[src/rtl/uart_tx_pkg.sv]
`default_nettype none
// ============================================================================
// Module      : uart_tx_pkg
// Description : Shared register offsets, STATUS bit indices and TX FSM states
//               for the memory-mapped UART transmitter.
// Revision    : 1.0 - initial release
// ============================================================================
package uart_tx_pkg;

    localparam logic [1:0] DATA_OFS = 2'd0;
    localparam logic [1:0] STAT_OFS = 2'd1;

    localparam int BUSY    = 0;
    localparam int FULL    = 1;
    localparam int EMPTY   = 2;
    localparam int OVF     = 3;
    localparam int CNT_LSB = 4;

    typedef enum logic [1:0] {
        IDLE  = 2'd0,
        START = 2'd1,
        DATA  = 2'd2,
        STOP  = 2'd3
    } uart_state_t;

endpackage
`default_nettype wire

[src/rtl/sync_fifo.sv]
`default_nettype none
// ============================================================================
// Module      : sync_fifo
// Description : Single-clock FIFO with occupancy count; dout shows the head
//               entry combinationally, push when full and pop when empty are
//               ignored.
// Revision    : 1.0 - initial release
// ============================================================================
module sync_fifo #(
    parameter  int WIDTH = 8,
    parameter  int DEPTH = 4,
    localparam int AW    = $clog2(DEPTH),
    localparam int CW    = AW + 1
) (
    input  logic             clk,
    input  logic             rstn,
    input  logic             push,
    input  logic             pop,
    input  logic [WIDTH-1:0] din,
    output logic [WIDTH-1:0] dout,
    output logic             full,
    output logic             empty,
    output logic [CW-1:0]    count
);

    logic [WIDTH-1:0] r_mem [DEPTH];
    logic [AW-1:0]    r_wr_ptr;
    logic [AW-1:0]    r_rd_ptr;
    logic [CW-1:0]    r_count;
    logic             w_push;
    logic             w_pop;

    assign full   = (r_count == CW'(DEPTH));
    assign empty  = (r_count == '0);
    assign count  = r_count;
    assign dout   = r_mem[r_rd_ptr];
    assign w_push = push && !full;
    assign w_pop  = pop && !empty;

    always_ff @(posedge clk) begin
        if (w_push) begin
            r_mem[r_wr_ptr] <= din;
        end
    end

    always_ff @(posedge clk) begin
        if (!rstn) begin
            r_wr_ptr <= '0;
            r_rd_ptr <= '0;
            r_count  <= '0;
        end else begin
            if (w_push) begin
                r_wr_ptr <= r_wr_ptr + AW'(1);
            end
            if (w_pop) begin
                r_rd_ptr <= r_rd_ptr + AW'(1);
            end
            case ({w_push, w_pop})
                2'b10:   r_count <= r_count + CW'(1);
                2'b01:   r_count <= r_count - CW'(1);
                default: r_count <= r_count;
            endcase
        end
    end

endmodule
`default_nettype wire

[src/rtl/uart_tx_mmio.sv]
`default_nettype none
// ============================================================================
// Module      : uart_tx_mmio
// Description : Memory-mapped 8N1 UART transmitter with a byte FIFO, a STATUS
//               register and a sticky overflow flag.
// Revision    : 1.0 - initial release
// ============================================================================
module uart_tx_mmio
    import uart_tx_pkg::*;
#(
    parameter logic [31:0] BASE         = 32'h0000_4000,
    parameter int          CLKS_PER_BIT = 1250,
    parameter int          DEPTH        = 4
) (
    input  logic        clk,
    input  logic        rstn,
    input  logic [31:0] addr,
    input  logic [31:0] wdata,
    input  logic [3:0]  wmask,
    input  logic        strb,
    output logic [31:0] rdata,
    output logic        tx
);

    localparam int             CW          = $clog2(DEPTH) + 1;
    localparam int             BW          = $clog2(CLKS_PER_BIT);
    localparam logic [BW-1:0]  C_BAUD_LAST = BW'(CLKS_PER_BIT - 1);

    logic          w_sel;
    logic [1:0]    w_idx;
    logic          w_wr;
    logic          w_push;
    logic          w_pop;
    logic          w_ovf_set;
    logic          w_ovf_clr;
    logic          w_full;
    logic          w_empty;
    logic [CW-1:0] w_count;
    logic [7:0]    w_head;
    logic [31:0]   w_status;
    logic          w_baud_end;
    logic          w_unused;

    uart_state_t   r_state;
    logic [BW-1:0] r_baud;
    logic [2:0]    r_bit_cnt;
    logic [7:0]    r_shift;
    logic          r_ovf;

    assign w_sel      = (addr[31:4] == BASE[31:4]);
    assign w_idx      = addr[3:2];
    assign w_wr       = w_sel && (wmask != 4'b0000);
    assign w_push     = w_wr && (w_idx == DATA_OFS) && wmask[0];
    assign w_ovf_set  = w_push && w_full;
    assign w_ovf_clr  = w_wr && (w_idx == STAT_OFS) && wmask[0] && wdata[3];
    assign w_baud_end = (r_baud == C_BAUD_LAST);
    assign w_unused   = ^{addr[1:0], wdata[31:8]};

    // The FSM takes the head byte when idle, or at the end of a stop bit to chain frames.
    assign w_pop = !w_empty &&
                   ((r_state == IDLE) || ((r_state == STOP) && w_baud_end));

    sync_fifo #(
        .WIDTH (8),
        .DEPTH (DEPTH)
    ) u_fifo (
        .clk   (clk),
        .rstn  (rstn),
        .push  (w_push),
        .pop   (w_pop),
        .din   (wdata[7:0]),
        .dout  (w_head),
        .full  (w_full),
        .empty (w_empty),
        .count (w_count)
    );

    always_comb begin
        w_status                 = '0;
        w_status[BUSY]           = (r_state != IDLE);
        w_status[FULL]           = w_full;
        w_status[EMPTY]          = w_empty;
        w_status[OVF]            = r_ovf;
        w_status[CNT_LSB +: CW]  = w_count;
    end

    always_ff @(posedge clk) begin
        if (!rstn) begin
            rdata <= '0;
        end else if (strb && w_sel && (w_idx == STAT_OFS)) begin
            rdata <= w_status;
        end else begin
            rdata <= '0;
        end
    end

    // Set has priority so an overflow in the clearing cycle is not lost.
    always_ff @(posedge clk) begin
        if (!rstn) begin
            r_ovf <= 1'b0;
        end else if (w_ovf_set) begin
            r_ovf <= 1'b1;
        end else if (w_ovf_clr) begin
            r_ovf <= 1'b0;
        end
    end

    // tx is registered from the current state, so the line lags the state by one cycle.
    always_ff @(posedge clk) begin
        if (!rstn) begin
            r_state   <= IDLE;
            r_baud    <= '0;
            r_bit_cnt <= '0;
            r_shift   <= '0;
            tx        <= 1'b1;
        end else begin
            case (r_state)
                IDLE: begin
                    tx <= 1'b1;
                    if (w_pop) begin
                        r_shift   <= w_head;
                        r_bit_cnt <= '0;
                        r_baud    <= '0;
                        r_state   <= START;
                    end
                end
                START: begin
                    tx <= 1'b0;
                    if (w_baud_end) begin
                        r_baud  <= '0;
                        r_state <= DATA;
                    end else begin
                        r_baud <= r_baud + BW'(1);
                    end
                end
                DATA: begin
                    tx <= r_shift[0];
                    if (w_baud_end) begin
                        r_baud    <= '0;
                        r_shift   <= {1'b0, r_shift[7:1]};
                        r_bit_cnt <= r_bit_cnt + 3'd1;
                        if (r_bit_cnt == 3'd7) begin
                            r_state <= STOP;
                        end
                    end else begin
                        r_baud <= r_baud + BW'(1);
                    end
                end
                STOP: begin
                    tx <= 1'b1;
                    if (w_baud_end) begin
                        r_baud <= '0;
                        if (w_pop) begin
                            r_shift   <= w_head;
                            r_bit_cnt <= '0;
                            r_state   <= START;
                        end else begin
                            r_state <= IDLE;
                        end
                    end else begin
                        r_baud <= r_baud + BW'(1);
                    end
                end
                default: begin
                    tx      <= 1'b1;
                    r_state <= IDLE;
                end
            endcase
        end
    end

endmodule
`default_nettype wire

[config.mk]
export PLATFORM = sky130hd
export DESIGN_NAME = uart_tx_mmio
export DESIGN_NICKNAME = d
export VERILOG_FILES = /design/src/rtl/uart_tx_pkg.sv /design/src/rtl/sync_fifo.sv /design/src/rtl/uart_tx_mmio.sv
export SDC_FILE = /design/constraint.sdc
export NUM_CORES = 1
export LEC_CHECK = 0
export ABC_CLOCK_PERIOD_IN_PS = 5900
export CAP_MARGIN = 40
export CORE_MARGIN = 10
export CORE_UTILIZATION = 51
export CTS_CLUSTER_DIAMETER = 100
export DETAILED_ROUTE_END_ITERATION = 6
export PLACE_DENSITY = 0.84
export SYNTH_ARGS = -nofsm -noshare
export SYNTH_HDL_FRONTEND = slang
export SYNTH_SLANG_ARGS = --single-unit
export TNS_END_PERCENT = 20
[constraint.sdc]
create_clock -name clk -period 5.9 [get_ports clk]
set_input_delay 0.885 -clock clk [delete_from_list [all_inputs] [get_ports clk]]
set_output_delay 0.885 -clock clk [all_outputs]
set_load 0.05 [all_outputs]
# After elaboration in Yosys (flattened, before gate mapping)
# Memory sizes are Yosys's and may differ from the RTL's. A register that Yosys moved wholly into a read port is not among the register bits.
# Index checks and enable logic that the tools add are counted.
# classes
addsub	6
eq_ne	15
muxes	26
n_reduce_logical	29
# op_table
op	n
equality test 28 x 11 -> 1 bit, second input constant	1
two-way mux 8 bit	3
case mux 8 bit (3 select lines)	1
two-way mux 11 bit	2
case mux 11 bit (2 select lines)	1
two-way mux 2 bit	7
logical AND 1 bit	13
adder 11 x 1 -> 11 bit, second input constant	1
equality test 11 bit, second input constant	1
two-way mux 3 bit	3
case mux 3 bit (3 select lines)	1
!= test 2 bit, second input constant	4
case mux 2 bit (4 select lines)	1
adder 3 x 1 -> 3 bit, second input constant	2
equality test 2 x 1 -> 1 bit, second input constant	3
equality test 2 bit, second input constant	3
equality test 3 bit, second input constant	2
case mux 3 bit (2 select lines)	1
nonzero test 2 bit	3
two-way mux 1 bit	5
AND reduction 5 bit	1
adder 2 x 1 -> 2 bit, second input constant	2
zero test 2 bit	2
nonzero test 4 bit	1
11 further kinds	12
# word_totals
reg_bits	65
ram_bits	32
inputBits	71
out_inout_bits	33
elab_cells	88
mem_count	1
# mem_list
name	depth	word_bits	rd	rd_clocked_by_memory_dff	wr	line	text
u_fifo.r_mem	4	8	1	1	1	sync_fifo.sv:26	logic [WIDTH-1:0] r_mem [DEPTH];

# Logic depth before layout (Yosys ltp)
# Gate-level depths: netlist of the first run.
# depth
depth_word	7
ltp_mapped	11

# Cells and area by module
# Synthesis of the first run repeated with hierarchy kept, for this count alone.
# unflattened
cells_unflattened	316
area_unflattened_um2	3608.5
# by_module_without_submodules
module	n_inst	cells_each	area_per_inst_um2	seq_area_each_um2
uart_tx_mmio	1	220	1964.4	660.6
sync_fifo	1	96	1644.1	1141.1

# Worst setup path after synthesis of the first run
# OpenSTA, ideal clock, no wires.
# synth_path
path_kind	input to register
startpoint	input addr[13]
endpoint	register u_fifo.r_count[2] (netlist: u_fifo.count[2])
setup_ps	76
arrival_time_ps	2740
required_ps	5824
setup_slack_ps	3084
cell_stages	10
path_buffers	0
path_cell_list	nor4_2 -> nand4_2 -> nor4_4 -> inv_1 -> ha_1 -> inv_1 -> fa_1 -> xor2_1 -> or3_1 -> a21boi_0
# synth_via
elab_chain_len	7
word_cells_on_any_way	9
cone_classes	eq/ne: 3; mux: 1; reduce/logical: 5
# synth_lines
element	line	text
from (decl)	uart_tx_mmio.sv:17	input logic [31:0] addr,
equality test 28 x 11 -> 1 bit (*)	uart_tx_mmio.sv:50	assign w_sel = (addr[31:4] == BASE[31:4]);
logical AND 1 bit (*)	uart_tx_mmio.sv:52	assign w_wr = w_sel && (wmask != 4'b0000);
logical AND 1 bit (*) (2 in series)	uart_tx_mmio.sv:53	assign w_push = w_wr && (w_idx == DATA_OFS) && wmask[0];
logical AND 1 bit (*)	sync_fifo.sv:37	assign w_push = push && !full;
equality test 2 x 1 -> 1 bit / equality test 2 bit (equally long branches)	sync_fifo.sv:58	case ({w_push, w_pop})
case mux 3 bit (2 select lines) / nonzero test 2 bit (equally long branches)	n/a	
to (signal assigned)	sync_fifo.sv:59	2'b10: r_count <= r_count + CW'(1);
to (signal assigned)	sync_fifo.sv:60	2'b01: r_count <= r_count - CW'(1);
to (signal assigned)	sync_fifo.sv:61	default: r_count <= r_count;
to (decl)	sync_fifo.sv:29	logic [CW-1:0] r_count;
# Every way passes the cells marked *; elsewhere a longest branch is shown, timed or not.
# A chain may end at the register's enable or synchronous reset.

# Worst setup path after layout of the first run
# layout_path
startpoint	input addr[16]
endpoint	register u_fifo.r_count[2] (netlist: u_fifo.count[2])
# Same word-level chain as after synthesis.

==> reports/qor.txt, run 1 <==
critical path type = in2reg
most frequent cells in the layout = clkdlybuf4s50_1 (49), dfxtp_1 (42), edfxtp_1 (32)
CP max stage delay = 0.44 ns
number of synthesized flops with an enable pin = 32
Final Hold Fails = 0
n_diodes = 0
post-synthesis simple-gate area fraction = 17.3%
Rel. slew slack = 55.9%
core area = 0.00683 sq mm
family with the most delay on the worst path = simple AND/OR/NAND/NOR gates
post-cts resize count = 0
post-synthesis register bit count = 74
port buffer count = 49
filler cell count = 539
Final Non-Filler Cells = 459
HPWL Detailed = 5100 um
Sw Pwr = 0.253 mW
critical path cell sequence = clkdlybuf4s50_1 > nor4b_2 > nand4_2 > nor4_4 > inv_1 > ha_1 > inv_1 > fa_1 > xor2_1 > or3_1 > a21boi_0
Die Area = 0.0108 sq mm
PwrDens = 238 mW/mm^2
worst vdd ir = 0.166 mV
Clock Power Share = 40.2%
max cap viols = 0
top_reg_cell synth = dfxtp_1
post-synthesis cell count = 309
P_int = 0.762 mW
Worst Setup SP = addr[16]
outcome = completed
worst endpoint required time = 6.18 ns
most used cell, CP = inv_1
commonest non-fill, non-tap cell in the layout = clkdlybuf4s50_1
Fin Setup TNS = 0 ns
sw frac = 24.9%
Syn. warnings = 0
number of global-route vias before repair = 2,604
final setup violation count = 0
DR iter-0 viols = 59
CP Launch Type = input pin
TritonCTS Buffers = 9
largest family of logic cells by synthesized area = simple AND/OR/NAND/NOR gates
Vias = 2,429
Final GP Congestion = 0.749
sequential cell fraction of total power = 52.4%
CTS tree = built
first-pass GRT wire length = 11,800 um
Max Slew Vio Count = 0
total global-route track usage = 13.0%
critical path capture point type = flop
clk sink count = 74
CP Data Arrival Time = 3.37 ns
GR Overflow Total = 0
Setup Buffers After CTS = 0
standard-cell rows = 30
post-synth cell types = 52
via/cell ratio = 5.29
worst r2r src = r_baud[0]
share of layout cells above drive strength 1 = 10.7%
initial antenna violation count = 0
CP Max Fanout = 7
sequential fraction of the synthesis area = 50.1%
starting density of the core = 52.6%
largest net degree at the start of global routing = 36
class of the worst hold path = reg2reg
register clock-pin slew on the reported worst setup and hold paths = 0.08 ns
Synth Cell Area = 0.00359 sq mm
die width = 104 um
antenna-violating nets left = 0
Post-Syn Area per Cell = 11.6 sq um
Peak Freq = 0.323 GHz
combinational share of power = 7.3%
Remaining DRCs = 0
Routed WL per cell = 14.9 um
DIE HEIGHT = 104 um
DR pass1 iterations = 4
Slew @ Worst Pin = 0.661 ns
Multi-input gate area = 0.00160 sq mm
IO Count = 104
cts-stage hold buffer count = 0
WP buf/inv = 3
final WL = 6820 um
number of nets in the layout = 444
dominant cells by area after synthesis = edfxtp_1 (27%), dfxtp_1 (23%), buf_4 (5.6%)
Area Growth Syn to Fin = 18.7%
Hold Path Origin = r_baud[10]
Fin Clk Skew = 0.00517 ns
mux share of post-synthesis cell area = 8.08%
crit share post-route = 52.5%
RSZ-0062 raised after global routing = no
Synth Area in Compound Gates = 9.40%
Leak Pwr = 1.58 nW
clock root buffer = clkbuf_8
min cycle time layout = 3.10 ns
slowest stage cell, crit path = nor4_4
top cell type's share of synthesized area = 26.7%
CTS max path bufs = 2
register area = 0.00180 sq mm
XOR/XNOR Fraction of Synth Area = 1.71%
dpl cells = 443
# H-tree levels = 3
Clock Latency Late Sink = 0.35 ns
asr flop ratio synth = 0%
biggest area consumer among synthesized cells = edfxtp_1
Post-Synth Adder-Cell Area = 5.43%
-- stage by stage --
step	power (mW)	hold slack, ns	worst slack [ns]	util, %	area, sq um
2_1_floorplan	0.599	0.439	3.08	-	3680
3_3_place_gp	0.617	0.463	2.51	59.4	4060
3_5_place_dp	0.618	0.470	2.45	59.4	4060
4_1_cts	1.02	0.482	2.79	62.4	4270
5_1_grt	1.05	0.516	2.56	62.4	4270
6_report	1.02	0.480	2.80	62.4	4270
-- Yosys cell counts, types with 5 or more instances --
library cell and n:
dfxtp_1 42, edfxtp_1 32, buf_4 27, nand2_1 22
and2_1 16, ha_1 14, nor2_1 13, mux2i_1 11
a31oi_1 10, inv_1 10, nor3_1 9, o21ai_0 9
mux4_2 8, clkbuf_1 7, o211a_1 7, a21oi_1 5
nand3_1 5
-- cells by family (layout without fill, tap and decap cells) --
kind of cell	after synthesis	after routing
AOI/OAI and AO/OA	47	47
xor gates and xnor gates	7	7
adders and majority gates	15	15
buffers and inverters	46	76
DFF	74	74
muxes	19	19
other	1	25
and+or+nand+nor	100	100
-- cell type report --
| cell class | instances | area share, % |
|---|---|---|
| clock buffers | 9 | 2.90 |
| clock inverters | 7 | 1.99 |
| repair buffers | 50 | 11.7 |
| inverters | 10 | 0.880 |
| well taps | 96 | 2.82 |
| multi-input cells | 213 | 37.5 |
| flip-flops and latches | 74 | 42.2 |
-- routing by layer --
layer / global-route usage [%] / wire length, um / vias up
met2: 21.9 / 3300 / 96
met1: 13.3 / 2690 / 1139
li1: - / - / 1182
met3: 5.39 / 684 / 12
met4: 7.46 / 152 / 0
met5: 0 / 0 / -
-- final timing paths --
| path | endpoint | slack [ns] | cells past startpoint |
|---|---|---|---|
| worst max-delay path | u_fifo.count[2] | 2.80 | 11 |
| worst min-delay path | r_baud[10] | 0.48 | 1 |
| worst max register to register | u_fifo.count[2] | 3.29 | 10 |
| worst min register to register | r_baud[10] | 0.48 | 1 |
-- registers in the layout, summed over array words and instances (netlist names), named ones only --
| register | flops |
|---|---|
| u_fifo.r_mem | 32 |
| r_baud | 11 |
| r_shift | 8 |
| rdata | 7 |
| r_bit_cnt | 3 |
| u_fifo.count | 3 |
| r_state | 2 |
| u_fifo.r_rd_ptr | 2 |
| u_fifo.r_wr_ptr | 2 |
| r_ovf | 1 |
| tx | 1 |
-- power groups by stage --
stage	Combinational [mW]	Sequential, mW	Clock, mW
after detailed placement	0.0734	0.545	0
after CTS	0.0736	0.533	0.415
after floorplan	0.0543	0.545	0
after global placement	0.0725	0.545	0
final	0.0743	0.533	0.409
after global routing	0.0787	0.533	0.435
Power figures use the tool's default switching activity.
==> run 2, diff against run 1 <==
--- a/config.mk
+++ b/config.mk
@@ -5,13 +5,13 @@
 export SDC_FILE = /design/constraint.sdc
 export NUM_CORES = 1
 export LEC_CHECK = 0
-export ABC_CLOCK_PERIOD_IN_PS = 5900
+export ABC_CLOCK_PERIOD_IN_PS = 2700
 export CAP_MARGIN = 40
 export CORE_MARGIN = 10
-export CORE_UTILIZATION = 51
+export CORE_UTILIZATION = 43
 export CTS_CLUSTER_DIAMETER = 100
 export DETAILED_ROUTE_END_ITERATION = 6
-export PLACE_DENSITY = 0.84
+export PLACE_DENSITY = 0.75
 export SYNTH_ARGS = -nofsm -noshare
 export SYNTH_HDL_FRONTEND = slang
 export SYNTH_SLANG_ARGS = --single-unit
==> constraint.sdc (replaced) <==
create_clock -name clk -period 2.7 [get_ports clk]
set_input_delay 0.405 -clock clk [delete_from_list [all_inputs] [get_ports clk]]
set_output_delay 0.405 -clock clk [all_outputs]
set_load 0.05 [all_outputs]
==> run 2 against run 1 <==
  * Clock power increased by 120%
  * First-iteration DRC count grew 46%
  * Non-clock buffer count grew 17
  * Sequential power rose by 120%
  * Combinational power is 120% higher
  * Cell count up 5.7%
  * Critical path type is now reg2reg
  * Largest power group unchanged
==> reports/qor.txt, run 2 (synthesis results as in run 1) <==
PwrDens = 499 mW/mm^2
final setup violation count = 0
largest net degree at the start of global routing = 35
cts-stage hold buffer count = 0
IO Count = 104
total global-route track usage = 11.3%
DP Area = 0.00423 sq mm
Top Metal Used = met4
commonest non-fill, non-tap cell in the layout = clkdlybuf4s50_1
number of nets in the layout = 461
Rel. slew slack = 58.6%
Top reg by flops = u_fifo.r_mem
share of layout cells above drive strength 1 = 15.8%
GR Overflow Total = 0
CTS tree = built
Hold Crit Depth = 1
FF-to-FF path depth = 11
critical path cell sequence = inv_1 > ha_1 > nor4b_4 > a41oi_2 > nor2_2 > ha_2 > inv_1 > fa_1 > xor2_1 > or3_1 > a21boi_0
CP max stage delay = 0.37 ns
class of the worst hold path = reg2reg
CTS max path bufs = 2
Peak Freq = 0.391 GHz
DIE HEIGHT = 111 um
DR iter-0 viols = 86
clock root buffer = clkbuf_8
fin util = 54.5%
most frequent cells in the layout = clkdlybuf4s50_1 (49), dfxtp_1 (41), edfxtp_1 (32)
Remaining DRCs = 0
Final GP Congestion = 0.775
Area Growth Syn to Fin = 23.9%
worst endpoint required time = 2.98 ns
core area = 0.00818 sq mm
filler cell count = 691
DR WL met2 = 3380 um
register clock-pin slew on the reported worst setup and hold paths = 0.09 ns
registers with the most flip-flops = u_fifo.r_mem: 32 flops, r_baud: 11 flops, r_shift: 8 flops
Routed WL per cell = 14.4 um
Max Slew Vio Count = 0
max FFs per register = 32
# H-tree levels = 3
Die Area = 0.0124 sq mm
CP Launch Type = flop
critical path capture point type = flop
number of global-route vias before repair = 2,600
n_diodes = 0
Fin Clk Skew = 0.0164 ns
die width = 111 um
CP Max Fanout = 5
DR pass1 iterations = 4
met1 WL = 2800 um
Final Hold Fails = 0
WL met3 = 685 um
Fin Hold WS = 0.487 ns
outcome = completed
most used cell, CP = inv_1
Slew @ Worst Pin = 0.620 ns
slowest stage cell, crit path = fa_1
port buffer count = 49
crit share post-route = 94.8%
clk sink count = 74
Clock Latency Late Sink = 0.36 ns
Leak Pwr = 1.67 nW
via/cell ratio = 5.14
initial antenna violation count = 0
worst vdd ir = 0.551 mV
Vias = 2,492
min cycle time layout = 2.56 ns
standard-cell rows = 33
antenna-violating nets left = 0
HPWL Detailed = 5090 um
max cap viols = 0
critical path type = reg2reg
starting density of the core = 44.0%
cell area after layout = 0.00445 sq mm
first-pass GRT wire length = 11,600 um
final WL = 6970 um
CP Data Arrival Time = 2.84 ns
TritonCTS Buffers = 9
run 2: worst paths after layout:
path	slack, ns	startpoint	end
worst max-delay path	0.14	r_baud[1]	u_fifo.count[2]
worst min-delay path	0.49	r_baud[10]	r_baud[10]
worst max register to register	0.14	r_baud[1]	u_fifo.count[2]
worst min register to register	0.49	r_baud[10]	r_baud[10]
run 2: cell type report:
| class | instances | area (sq um) | share of cell area, % |
|---|---|---|---|
| multi-input cells | 213 | 1610 | 36.2 |
| inverters | 10 | 37.5 | 0.843 |
| flip-flops and latches | 74 | 1800 | 40.5 |
| well taps | 105 | 131 | 2.95 |
| repair buffers | 67 | 663 | 14.9 |
| clock buffers | 9 | 124 | 2.78 |
| clock inverters | 7 | 82.6 | 1.85 |
run 2: repair_timing:
item                                    4_1_cts  5_1_grt
buffers inserted                              0        1
resized for setup                             0        4
endpoints found under the setup margin        0        1
run 2: routing by layer:
| layer | up-vias | GRT usage [%] |
|---|---|---|
| li1 | 1210 | - |
| met1 | 1187 | 11.1 |
| met2 | 83 | 19.5 |
| met3 | 12 | 6.28 |
| met4 | 0 | 4.46 |
| met5 | - | 0 |
run 2: critical path, delay by kind of cell (launching register included):
| family | cells | cell delay, ns |
|---|---|---|
| AOI/OAI and AO/OA | 2 | 0.36 |
| xor gates and xnor gates | 1 | 0.16 |
| adders and majority gates | 3 | 0.70 |
| buffers and inverters | 2 | 0.10 |
| DFF | 1 | 0.35 |
| and+or+nand+nor | 3 | 0.80 |
run 2: metrics by stage:
step                setup slack [ns]  setup TNS [ns]  cells  power (mW)
floorplan                      0.343               0    333        1.31
global placement             -0.0169         -0.0169    468        1.35
detailed placement           -0.0707         -0.0764    468        1.35
CTS                            0.125               0    484        2.24
global route                 -0.0156         -0.0156    485        2.29
finish                         0.142               0    485        2.22
run 2: power by group:
| part | internal [mW] | leakage, nW | switching, mW |
|---|---|---|---|
| registers | 1.16 | 0.626 | 0.0000000171 |
| logic | 0.0580 | 0.941 | 0.104 |
| clock network | 0.442 | 0.0988 | 0.452 |
| total | 1.66 | 1.67 | 0.556 |
